`config.mk`:
```
export PLATFORM = sky130hd
export DESIGN_NAME = product_accumulator
export DESIGN_NICKNAME = d
export VERILOG_FILES = /design/src/rtl/product_accumulator.sv
export SDC_FILE = /design/constraint.sdc
export NUM_CORES = 1
export LEC_CHECK = 0
export BUFFER_PORTS_ARGS = -buffer_cell sky130_fd_sc_hd__buf_2
export CAP_MARGIN = 0
export CORE_UTILIZATION = 40
export CTS_CLUSTER_DIAMETER = 120
export DETAILED_ROUTE_END_ITERATION = 8
export GPL_TIMING_DRIVEN = 1
export PLACE_DENSITY = 0.63
export SLEW_MARGIN = 20
export SYNTH_ARGS = -nofsm -noshare
export SYNTH_HDL_FRONTEND = slang
export SYNTH_SLANG_ARGS = --single-unit
```
`constraint.sdc`:
```
create_clock -name clk -period 6.81 [get_ports clk]
set_clock_uncertainty 0.2 [all_clocks]
set_input_delay 0.3405 -clock clk [delete_from_list [all_inputs] [get_ports clk]]
set_output_delay 0.3405 -clock clk [all_outputs]
set_load 0.01 [all_outputs]
```
`src/rtl/product_accumulator.sv`:
```
// Frame accumulator: sums a stream of unsigned products until the beat carrying input_last,
// then holds sum, beat count and carry flag on a valid/ready output until it is accepted.
module product_accumulator #(
    parameter int unsigned IN_WIDTH    = 16,
    parameter int unsigned ACC_WIDTH   = 24,
    parameter int unsigned COUNT_WIDTH = 8
) (
    input  logic                   clk,
    input  logic                   reset,
    input  logic                   input_valid,
    output logic                   input_ready,
    input  logic [IN_WIDTH-1:0]    input_data,
    input  logic                   input_last,
    output logic                   output_valid,
    input  logic                   output_ready,
    output logic [ACC_WIDTH-1:0]   sum,
    output logic [COUNT_WIDTH-1:0] count,
    output logic                   overflow
);

    typedef enum logic [0:0] {
        StAccum,
        StHold
    } state_e;

    state_e                 r_state;
    logic [ACC_WIDTH-1:0]   r_acc;
    logic [COUNT_WIDTH-1:0] r_cnt;
    logic                   r_ovf;
    logic                   r_in_ready;
    logic                   r_out_valid;

    logic [ACC_WIDTH:0]     w_add;
    logic                   w_in_hs;
    logic                   w_out_hs;
    logic [COUNT_WIDTH-1:0] w_cnt_next;

    // One extra bit on the adder captures the carry out of the accumulator.
    assign w_add = {1'b0, r_acc} + {{(ACC_WIDTH + 1 - IN_WIDTH){1'b0}}, input_data};

    assign w_in_hs    = input_valid & r_in_ready;
    assign w_out_hs   = r_out_valid & output_ready;
    assign w_cnt_next = (r_cnt == {COUNT_WIDTH{1'b1}})
                      ? r_cnt
                      : r_cnt + {{(COUNT_WIDTH - 1){1'b0}}, 1'b1};

    always_ff @(posedge clk) begin
        if (reset) begin
            r_state     <= StAccum;
            r_acc       <= '0;
            r_cnt       <= '0;
            r_ovf       <= 1'b0;
            r_in_ready  <= 1'b0;
            r_out_valid <= 1'b0;
        end else begin
            unique case (r_state)
                StAccum: begin
                    r_in_ready  <= 1'b1;
                    r_out_valid <= 1'b0;
                    if (w_in_hs) begin
                        r_acc <= w_add[ACC_WIDTH-1:0];
                        r_ovf <= r_ovf | w_add[ACC_WIDTH];
                        r_cnt <= w_cnt_next;
                        if (input_last) begin
                            r_state     <= StHold;
                            r_in_ready  <= 1'b0;
                            r_out_valid <= 1'b1;
                        end
                    end
                end
                StHold: begin
                    if (w_out_hs) begin
                        r_state     <= StAccum;
                        r_acc       <= '0;
                        r_cnt       <= '0;
                        r_ovf       <= 1'b0;
                        r_in_ready  <= 1'b1;
                        r_out_valid <= 1'b0;
                    end
                end
                default: begin
                    r_state     <= StAccum;
                    r_in_ready  <= 1'b0;
                    r_out_valid <= 1'b0;
                end
            endcase
        end
    end

    assign input_ready  = r_in_ready;
    assign output_valid = r_out_valid;
    assign sum          = r_acc;
    assign count        = r_cnt;
    assign overflow     = r_ovf;

endmodule

```
Word-level counts from Yosys, hierarchy flattened
Index checks and enable logic that the tools add are counted.

$add $sub $neg: 2. Equal/unequal tests: 4. Multiplexer cells: 19. Bitwise operators: 4. Reductions and logical operators: 2.

Operator list (count): 2-to-1 mux 24 bit (2); one-hot mux 24 bit (2 select lines) (1); adder 24 x 16 -> 25 bit (1); 2-to-1 mux 8 bit (3); one-hot mux 8 bit (2 select lines) (1); adder 8 x 1 -> 8 bit (second input constant) (1); equality test 8 bit (second input constant) (1); 2-to-1 mux 1 bit (8); one-hot mux 1 bit (2 select lines) (4); != test 2 bit (second input constant) (2); AND reduction 3 bit (1); bitwise AND 1 bit (2); != test 2 x 1 -> 1 bit (second input constant) (1); AND reduction 2 bit (1); inverter 1 bit (1); bitwise OR 1 bit (1).

Flip-flop bits (word level): 36. Bits of input ports: 21. Logic and storage cells: 37.

Logic depth before layout (Yosys ltp)
Gate-level depths: netlist of the first run.

Depth after elaboration: 4. Depth in mapped cells: 8. Gate-level depth less buffers: 8.

Worst setup path before layout of the first run
Ideal clock, no wire load.

Path kind: input port to flip-flop. Start: in input_data[0]. End: reg r_acc[14], in the netlist sum[14]. Setup time: 0.117 ns. Arrival time: 2.176 ns. Required time: 6.493 ns. Slack: 4.317 ns. Stages: 8. Buffers on the path: 0. Path through: ha_1 fa_1 a211oi_1 o21bai_1 o211ai_1 a21oi_1 or3_1 a32o_1.

Cells in the longest elaborated chain, start to end: 3.

Ends and longest elaborated chain: start: declaration (RTL line 12) `input logic [IN_WIDTH-1:0] input_data,`; adder 24 x 16 -> 25 bit (RTL line 39) `assign w_add = {1'b0, r_acc} + {{(ACC_WIDTH + 1 - IN_WIDTH){1'b0}}, input_data};`; 2-to-1 mux 24 bit (RTL line 60) `if (w_in_hs) begin`; one-hot mux 24 bit (2 select lines) (RTL line 56) `unique case (r_state)`; end signal: assignment (RTL line 61) `r_acc <= w_add[ACC_WIDTH-1:0];`; end: declaration (RTL line 27) `logic [ACC_WIDTH-1:0] r_acc;`.

No other way between the ends. The select of a mux whose other input is x is not followed. A chain may end at the register's enable or synchronous reset.

Worst setup path after layout of the first run
Start: reg r_acc[0], in the netlist sum[0]. End: reg r_acc[10], in the netlist sum[10].

Cells in the longest elaborated chain, start to end: 3.

Ends and longest elaborated chain (RTL line): adder 24 x 16 -> 25 bit (39); 2-to-1 mux 24 bit (60); one-hot mux 24 bit (2 select lines) (56).

No other way between the ends. The select of a mux whose other input is x is not followed.

==> impl_metrics.env, run 1 <==
export IMPL_status="finished, final reports clean"
export IMPL_synth_simple_area_share_pct=22.5
export IMPL_track_usage_pct=19.2
export IMPL_vias_per_cell=5.61
export IMPL_path_max_fanout=5
export IMPL_grt_max_degree=17
export IMPL_slew_headroom_pct=45.9
export IMPL_antenna_found_initial=0
export IMPL_synthesis_nets=322
export IMPL_drc_errors=0
export IMPL_end_kind="register"
export IMPL_power_density_nw_per_um2=195
export IMPL_syn_area_sq_um=2370
export IMPL_area_growth_pct=18.3
export IMPL_drt_iter0_markers=120
export IMPL_synth_top_family_by_area="compound AO/OA/AOI/OAI gates"
export IMPL_syn_instance_count=283
export IMPL_cts_sinks=36
export IMPL_nets=374
export IMPL_ys_ff_latch=36
export IMPL_cts_resized=0
export IMPL_r2r_cells=8
export IMPL_ir_worst_vdd_v=0.000106
export IMPL_num_vias=2287
export IMPL_synth_xor_area_share_pct=7.03
export IMPL_post_cts_setup_buffers=0
export IMPL_dr_pass1_iters=4
export IMPL_slew_violations=0
export IMPL_fmax_mhz=365
export IMPL_clock_latency_ns=0.29
export IMPL_period_needed_ns=2.74
export IMPL_yosys_cell_types_count=54
export IMPL_portBuffers=55
export IMPL_cts_tree="built"
export IMPL_holdCritPathClass="input port to register"
export IMPL_overflow=0
export IMPL_critPathArrivalTime_ns=2.73
export IMPL_cts_made_buffers=5
export IMPL_rows=27
export IMPL_setup_violations=0
export IMPL_yosysSeqAreaShare_pct=30.4
export IMPL_die_w_um=79.0
export IMPL_cts_path_max_buffers=2
export IMPL_final_cell_area_sq_um=2800
export IMPL_p_total_uw=547
export IMPL_synth_warnings=0
export IMPL_clk_pin_slew_ns=0.08
export IMPL_worstHoldPathCells=3
export IMPL_worst_slew_pin_slew_ns=0.808
export IMPL_start_util_pct=42.2
export IMPL_cts_hold_buf=0
export IMPL_synth_ff_type="dfxtp_1"
export IMPL_final_cells=408
export IMPL_leakagePower_nw=1.24
export IMPL_placed_area_sq_um=2690
export IMPL_die_h_um=79.0
export IMPL_synth_compound_area_share_pct=27.6
export IMPL_grt_first_pass_wirelength_um=9480
export IMPL_layout_drive_gt1_share_pct=21.1
export IMPL_globalplace_congestion=0.821
export IMPL_first_global_vias=2028
export IMPL_finalWirelength_um=5710
export IMPL_ys_async_sr_fraction_pct=0
export IMPL_synth_edff_count=0
export IMPL_drt_antenna_violating_nets=0
export IMPL_cap_violations=0
export IMPL_cts_root_buf="clkbuf_8"
export IMPL_hold_viol=0
export IMPL_antenna_cells=0
export IMPL_post_route_period_util_pct=40.2
export IMPL_dp_cells=400
export IMPL_synth_mux_area_fraction_pct=0
export IMPL_cts_htree_levels=2
export IMPL_final_core_util_pct=50.0
export IMPL_worst_ep_required_time_ns=6.80
export IMPL_io_pins=56
export IMPL_crit_path_start_kind="register"
export IMPL_synth_adder_area_share_pct=9.83
export IMPL_critPathKind="register to register"
export IMPL_die_area_sq_um=6230
export IMPL_rsz0062_at_grt="no"
export IMPL_syn_avg_cell_area_sq_um=8.37
export IMPL_avgRoutedWirePerCell_um=14.0
export IMPL_core_sq_um=5610
export IMPL_setup_tns_final_ns=0
export IMPL_hpwl_um=4250
==> cell type report <==
type	count	area [sq um]
Tap cell	72	90.1
Clock inverter	3	42.5
Timing Repair Buffer	55	275
Sequential cell	36	721
Multi-Input combinational cell	233	1590
Fill cell	601	2810
Inverter	4	15.0
Clock buffer	5	68.8
==> kinds of logic (layout without fill, tap and decap cells) <==
group           count (synthesis)  count (layout)
fa+ha+maj                      18              18
simple gates                  104             104
compound gates                 92              92
xor+xnor                       19              19
buf+inv                        14              67
flops                          36              36
==> registers in the layout (all words and copies together), names as in the netlist <==
signal and count:
count 8, input_ready 1, output_valid 1, overflow 1, r_state 1, sum 24
==> cell usage after synthesis, drive strengths merged (3+ instances only) <==
cell type / n / area (sq um)
a211oi: 4 / 30.0
a21o: 5 / 38.8
a21oi: 24 / 120
a22o: 8 / 70.1
a22oi: 5 / 37.5
a311oi: 4 / 35.0
a31oi: 3 / 18.8
and3: 4 / 25.0
clkbuf: 8 / 31.3
dfxtp: 36 / 721
ha: 17 / 213
inv: 4 / 15.0
nand2: 25 / 93.8
nand3: 11 / 60.1
nand4: 6 / 37.5
nor2: 32 / 120
nor3: 7 / 35.0
nor4: 4 / 25.0
o211ai: 8 / 60.1
o21a: 3 / 22.5
o21ai: 12 / 63.8
o41ai: 3 / 26.3
or3: 3 / 18.8
xnor2: 11 / 96.3
xor2: 8 / 70.1
==> stage by stage <==
| step | hold slack (ns) | worst slack (ns) |
|---|---|---|
| 3_3_place_gp | 0.288 | 3.96 |
| 4_1_cts | 0.107 | 4.01 |
| 6_report | 0.115 | 4.07 |
| 3_5_place_dp | 0.297 | 3.90 |
| 5_1_grt | 0.132 | 3.91 |
| 2_1_floorplan | 0.290 | 4.32 |
==> where the power goes <==
group / total, mW / switching, mW / internal [mW]
sequential: 0.232 / 0.0120 / 0.220
combinational: 0.121 / 0.0706 / 0.0507
clock: 0.194 / 0.0851 / 0.108
total: 0.547 / 0.168 / 0.380
==> cells in the final DEF, fill, tap and decap left out, drive strengths merged, types with 3 or more instances in the layout <==
cell type / netlist / layout
clkbuf: 8 / 5
a31oi: 3 / 3
nand3: 11 / 11
inv: 4 / 4
nand2: 25 / 25
a22o: 8 / 8
a21o: 5 / 5
dfxtp: 36 / 36
nor2: 32 / 32
a21oi: 24 / 24
nor3: 7 / 7
o41ai: 3 / 3
a22oi: 5 / 5
or3: 3 / 3
a311oi: 4 / 4
o21ai: 12 / 12
o211ai: 8 / 8
buf: 2 / 55
xnor2: 11 / 11
nor4: 4 / 4
o21a: 3 / 3
xor2: 8 / 8
and3: 4 / 4
ha: 17 / 17
nand4: 6 / 6
a211oi: 4 / 4
==> critical path, stage by stage (launching register included) <==
cell and delay [ns]:
dfxtp_1 0.33, ha_1 0.23, fa_1 0.44, a211oi_1 0.28
o21bai_1 0.20, o2111ai_1 0.41, nand2_1 0.19, xor2_1 0.17
a22o_1 0.20
==> path summary, 6_finish.rpt <==
check | startpoint | to | slack, ns
worst min register to register | sum[13]$_SDFFE_PP0P_ | sum[13]$_SDFFE_PP0P_ | 0.31
worst max register to register | sum[0]$_SDFFE_PP0P_ | sum[10]$_SDFFE_PP0P_ | 4.07
worst max-delay path | sum[0]$_SDFFE_PP0P_ | sum[10]$_SDFFE_PP0P_ | 4.07
worst min-delay path | input_last | output_valid$_SDFFE_PP0P_ | 0.12
==> per-layer routing <==
metal  routed length (um)  vias to the layer above  track usage, %
met3                  243                        5            4.94
li1                     -                     1177               -
met4                   36                        0            4.91
met1                 2940                     1061            26.1
met2                 2490                       44            29.9
met5                    0                        -               0
Note: power is estimated with default switching activity, not from simulation.
==> run 2: changes to the inputs <==
- ABC_AREA: not set -> 1
- clock period: 6.81 -> 2.6 ns (I/O delays scaled with it)
==> run 2 against run 1 <==
  * Combinational power grew to 2.6 times the previous value
  * Worst setup slack worse by 3.6 ns
  * Flip-flop and latch count stayed put
  * Clock power is 120% higher
  * First-iteration DRC count is 11% lower
  * Wire length is 12% higher
  * Hold slack worse by 0.066 ns
  * Via count is 14% higher
  * Fmax is 32% higher
  * Utilization is 0.25 points lower
==> impl_metrics.env, run 2 <==
export IMPL_synth_ff_type="dfxtp_1"
export IMPL_layout_drive_gt1_share_pct=19.3
export IMPL_path_delay_family="adder cells"
export IMPL_cts_root_buf="clkbuf_8"
export IMPL_period_needed_ns=2.08
export IMPL_synth_top_area_cell="dfxtp_1"
export IMPL_die_area_sq_um=6470
export IMPL_syn_area_sq_um=2460
export IMPL_largest_reg_flops=24
export IMPL_cts_resized=0
export IMPL_rsz0062_at_grt="no"
export IMPL_worst_ep_required_time_ns=2.56
export IMPL_antenna_cells=0
export IMPL_globalplace_congestion=0.834
export IMPL_final_cells=515
export IMPL_layout_commonest_cell="nand2_1"
export IMPL_final_cell_mix="nand2_1, a21oi_1, buf_2, inv_1, dfxtp_1"
export IMPL_leakagePower_nw=1.42
export IMPL_worstReg2RegStart="sum[0]$_SDFFE_PP0P_"
export IMPL_setup_violations=0
export IMPL_cts_path_max_buffers=2
export IMPL_num_vias=2615
export IMPL_slew_violations=0
export IMPL_end_kind="register"
export IMPL_r2r_cells=10
export IMPL_syn_avg_cell_area_sq_um=6.53
export IMPL_critPathKind="register to register"
export IMPL_post_route_period_util_pct=80.0
export IMPL_clock_latency_ns=0.29
export IMPL_avgRoutedWirePerCell_um=12.4
export IMPL_core_sq_um=5920
export IMPL_crit_chain="ha_1, fa_1, nand2_1, nand2_1, and2_4, a21oi_2, inv_1, or2_0, nand2_1, a21oi_1"
export IMPL_first_global_vias=2289
export IMPL_ir_worst_vdd_v=0.000376
export IMPL_crit_top_cell="nand2_1"
export IMPL_cap_violations=0
export IMPL_placed_area_sq_um=2820
export IMPL_io_pins=56
export IMPL_path_buf_inv=1
export IMPL_dp_slack_ns=0.526
export IMPL_die_w_um=80.4
export IMPL_worst_slack_ns=0.520
export IMPL_cp_endpoint="sum[8]$_SDFFE_PP0P_"
export IMPL_whs_ns=0.0491
export IMPL_synth_warnings=0
export IMPL_p_total_mw=1.34
export IMPL_holdCritPathClass="input port to register"
export IMPL_slowest_stage="fa_1"
export IMPL_dp_cells=504
export IMPL_fmax_mhz=481
export IMPL_drt_iter0_markers=107
export IMPL_r2r_end="sum[8]$_SDFFE_PP0P_"
export IMPL_hpwl_um=4890
export IMPL_status="finished, final reports clean"
export IMPL_final_core_util_pct=49.7
export IMPL_hold_viol=0
export IMPL_finalWirelength_um=6400
export IMPL_yosysSeqAreaShare_pct=29.3
export IMPL_ys_ff_latch=36
export IMPL_grt_max_degree=22
export IMPL_grt_first_pass_wirelength_um=10400
export IMPL_path_max_fanout=4
export IMPL_r2r_slack_ns=0.52
export IMPL_cts_htree_levels=2
export IMPL_dr_pass1_iters=4
export IMPL_rows=28
export IMPL_die_h_um=80.4
export IMPL_cts_sinks=36
export IMPL_synth_edff_count=0
export IMPL_ys_top_cells_by_area="dfxtp_1, nand2_1, a21oi_1"
export IMPL_synthesis_nets=416
export IMPL_cts_tree="built"
export IMPL_syn_instance_count=377
export IMPL_area_growth_pct=19.6
export IMPL_antenna_found_initial=0
export IMPL_critPathArrivalTime_ns=2.04
export IMPL_portBuffers=55
export IMPL_slowest_delay_ns=0.39
export IMPL_cts_made_buffers=5
export IMPL_crit_start="sum[0]$_SDFFE_PP0P_"
export IMPL_synth_top_cells_by_count="nand2_1, a21oi_1, inv_1"
export IMPL_drt_antenna_violating_nets=0
export IMPL_start_util_pct=41.6
export IMPL_ys_async_sr_fraction_pct=0
export IMPL_vias_per_cell=5.08
export IMPL_crit_path_start_kind="register"
export IMPL_track_usage_pct=21.0
export IMPL_overflow=0
export IMPL_clk_pin_slew_ns=0.08
export IMPL_slew_headroom_pct=71.6
export IMPL_yosys_cell_types_count=36
export IMPL_nets=478
export IMPL_drc_errors=0
export IMPL_final_cell_area_sq_um=2940
export IMPL_power_density_nw_per_um2=454
export IMPL_setup_tns_final_ns=0
export IMPL_yosys_cell_count_top_type="nand2_1"
export IMPL_cp_depth=10
export IMPL_synth_top_area_share_pct=29.3
export IMPL_worst_slew_pin_slew_ns=0.425
-- run 2: metal layers --
| metal | vias up | wire length [um] | global-route usage, % | share of wire, % |
|---|---|---|---|---|
| met5 | - | 0 | 0 | 0 |
| met4 | 0 | 59 | 6.96 | 0.92 |
| met3 | 6 | 239 | 3.64 | 3.7 |
| met2 | 50 | 2960 | 33.5 | 46 |
| met1 | 1189 | 3140 | 28.4 | 49 |
| li1 | 1370 | - | - | - |
-- run 2: how the worst min path moves through the flow --
| stage | start | end | slack (ns) | depth (start not counted) |
|---|---|---|---|---|
| after floorplan | reset | sum[2]$_SDFFE_PP0P_ | 0.11 | 2 |
| after global placement | input_last | r_state$_SDFF_PP0_ | 0.24 | 3 |
| after detailed placement | input_last | r_state$_SDFF_PP0_ | 0.24 | 3 |
| after CTS | input_data[0] | sum[0]$_SDFFE_PP0P_ | 0.05 | 4 |
| after global routing | input_data[0] | sum[0]$_SDFFE_PP0P_ | 0.07 | 4 |
| final | input_data[0] | sum[0]$_SDFFE_PP0P_ | 0.05 | 4 |
-- run 2: logic make-up (layout without fill, tap and decap cells) --
| logic type | after synthesis | in the layout | synth area share (%) |
|---|---|---|---|
| AO/OA/AOI/OAI | 81 | 81 | 17.5 |
| adder cells (fa/ha/maj) | 18 | 18 | 9.46 |
| buffers and inverters | 45 | 108 | 7.27 |
| flip-flops | 36 | 36 | 29.3 |
| AND/OR/NAND/NOR | 197 | 197 | 36.5 |
-- run 2: final cells by class --
cell class	count	area (sq um)
Clock inverter	1	7.51
Multi-Input combinational cell	296	1560
Fill cell	641	2980
Inverter	41	161
Tap cell	75	93.8
Clock buffer	7	86.3
Timing Repair Buffer	59	313
Sequential cell	36	721
-- run 2: worst register-to-register path: cells and delay by family, from the launching register on --
family / cells / cell delay (ns)
AO/OA/AOI/OAI: 2 / 0.18
AND/OR/NAND/NOR: 5 / 0.57
flip-flops: 1 / 0.33
buffers and inverters: 1 / 0.07
adder cells (fa/ha/maj): 2 / 0.60
-- run 2: repair_timing --
action,in CTS,in global routing
buffers inserted,0,0
hold buffers,3,0
setup endpoints to repair,0,0
endpoints found under the hold margin,3,0
-- run 2: where the power goes --
| group | switching (mW) | internal (mW) |
|---|---|---|
| Sequential | 0.0189 | 0.574 |
| Clock | 0.218 | 0.216 |
| Combinational | 0.195 | 0.114 |
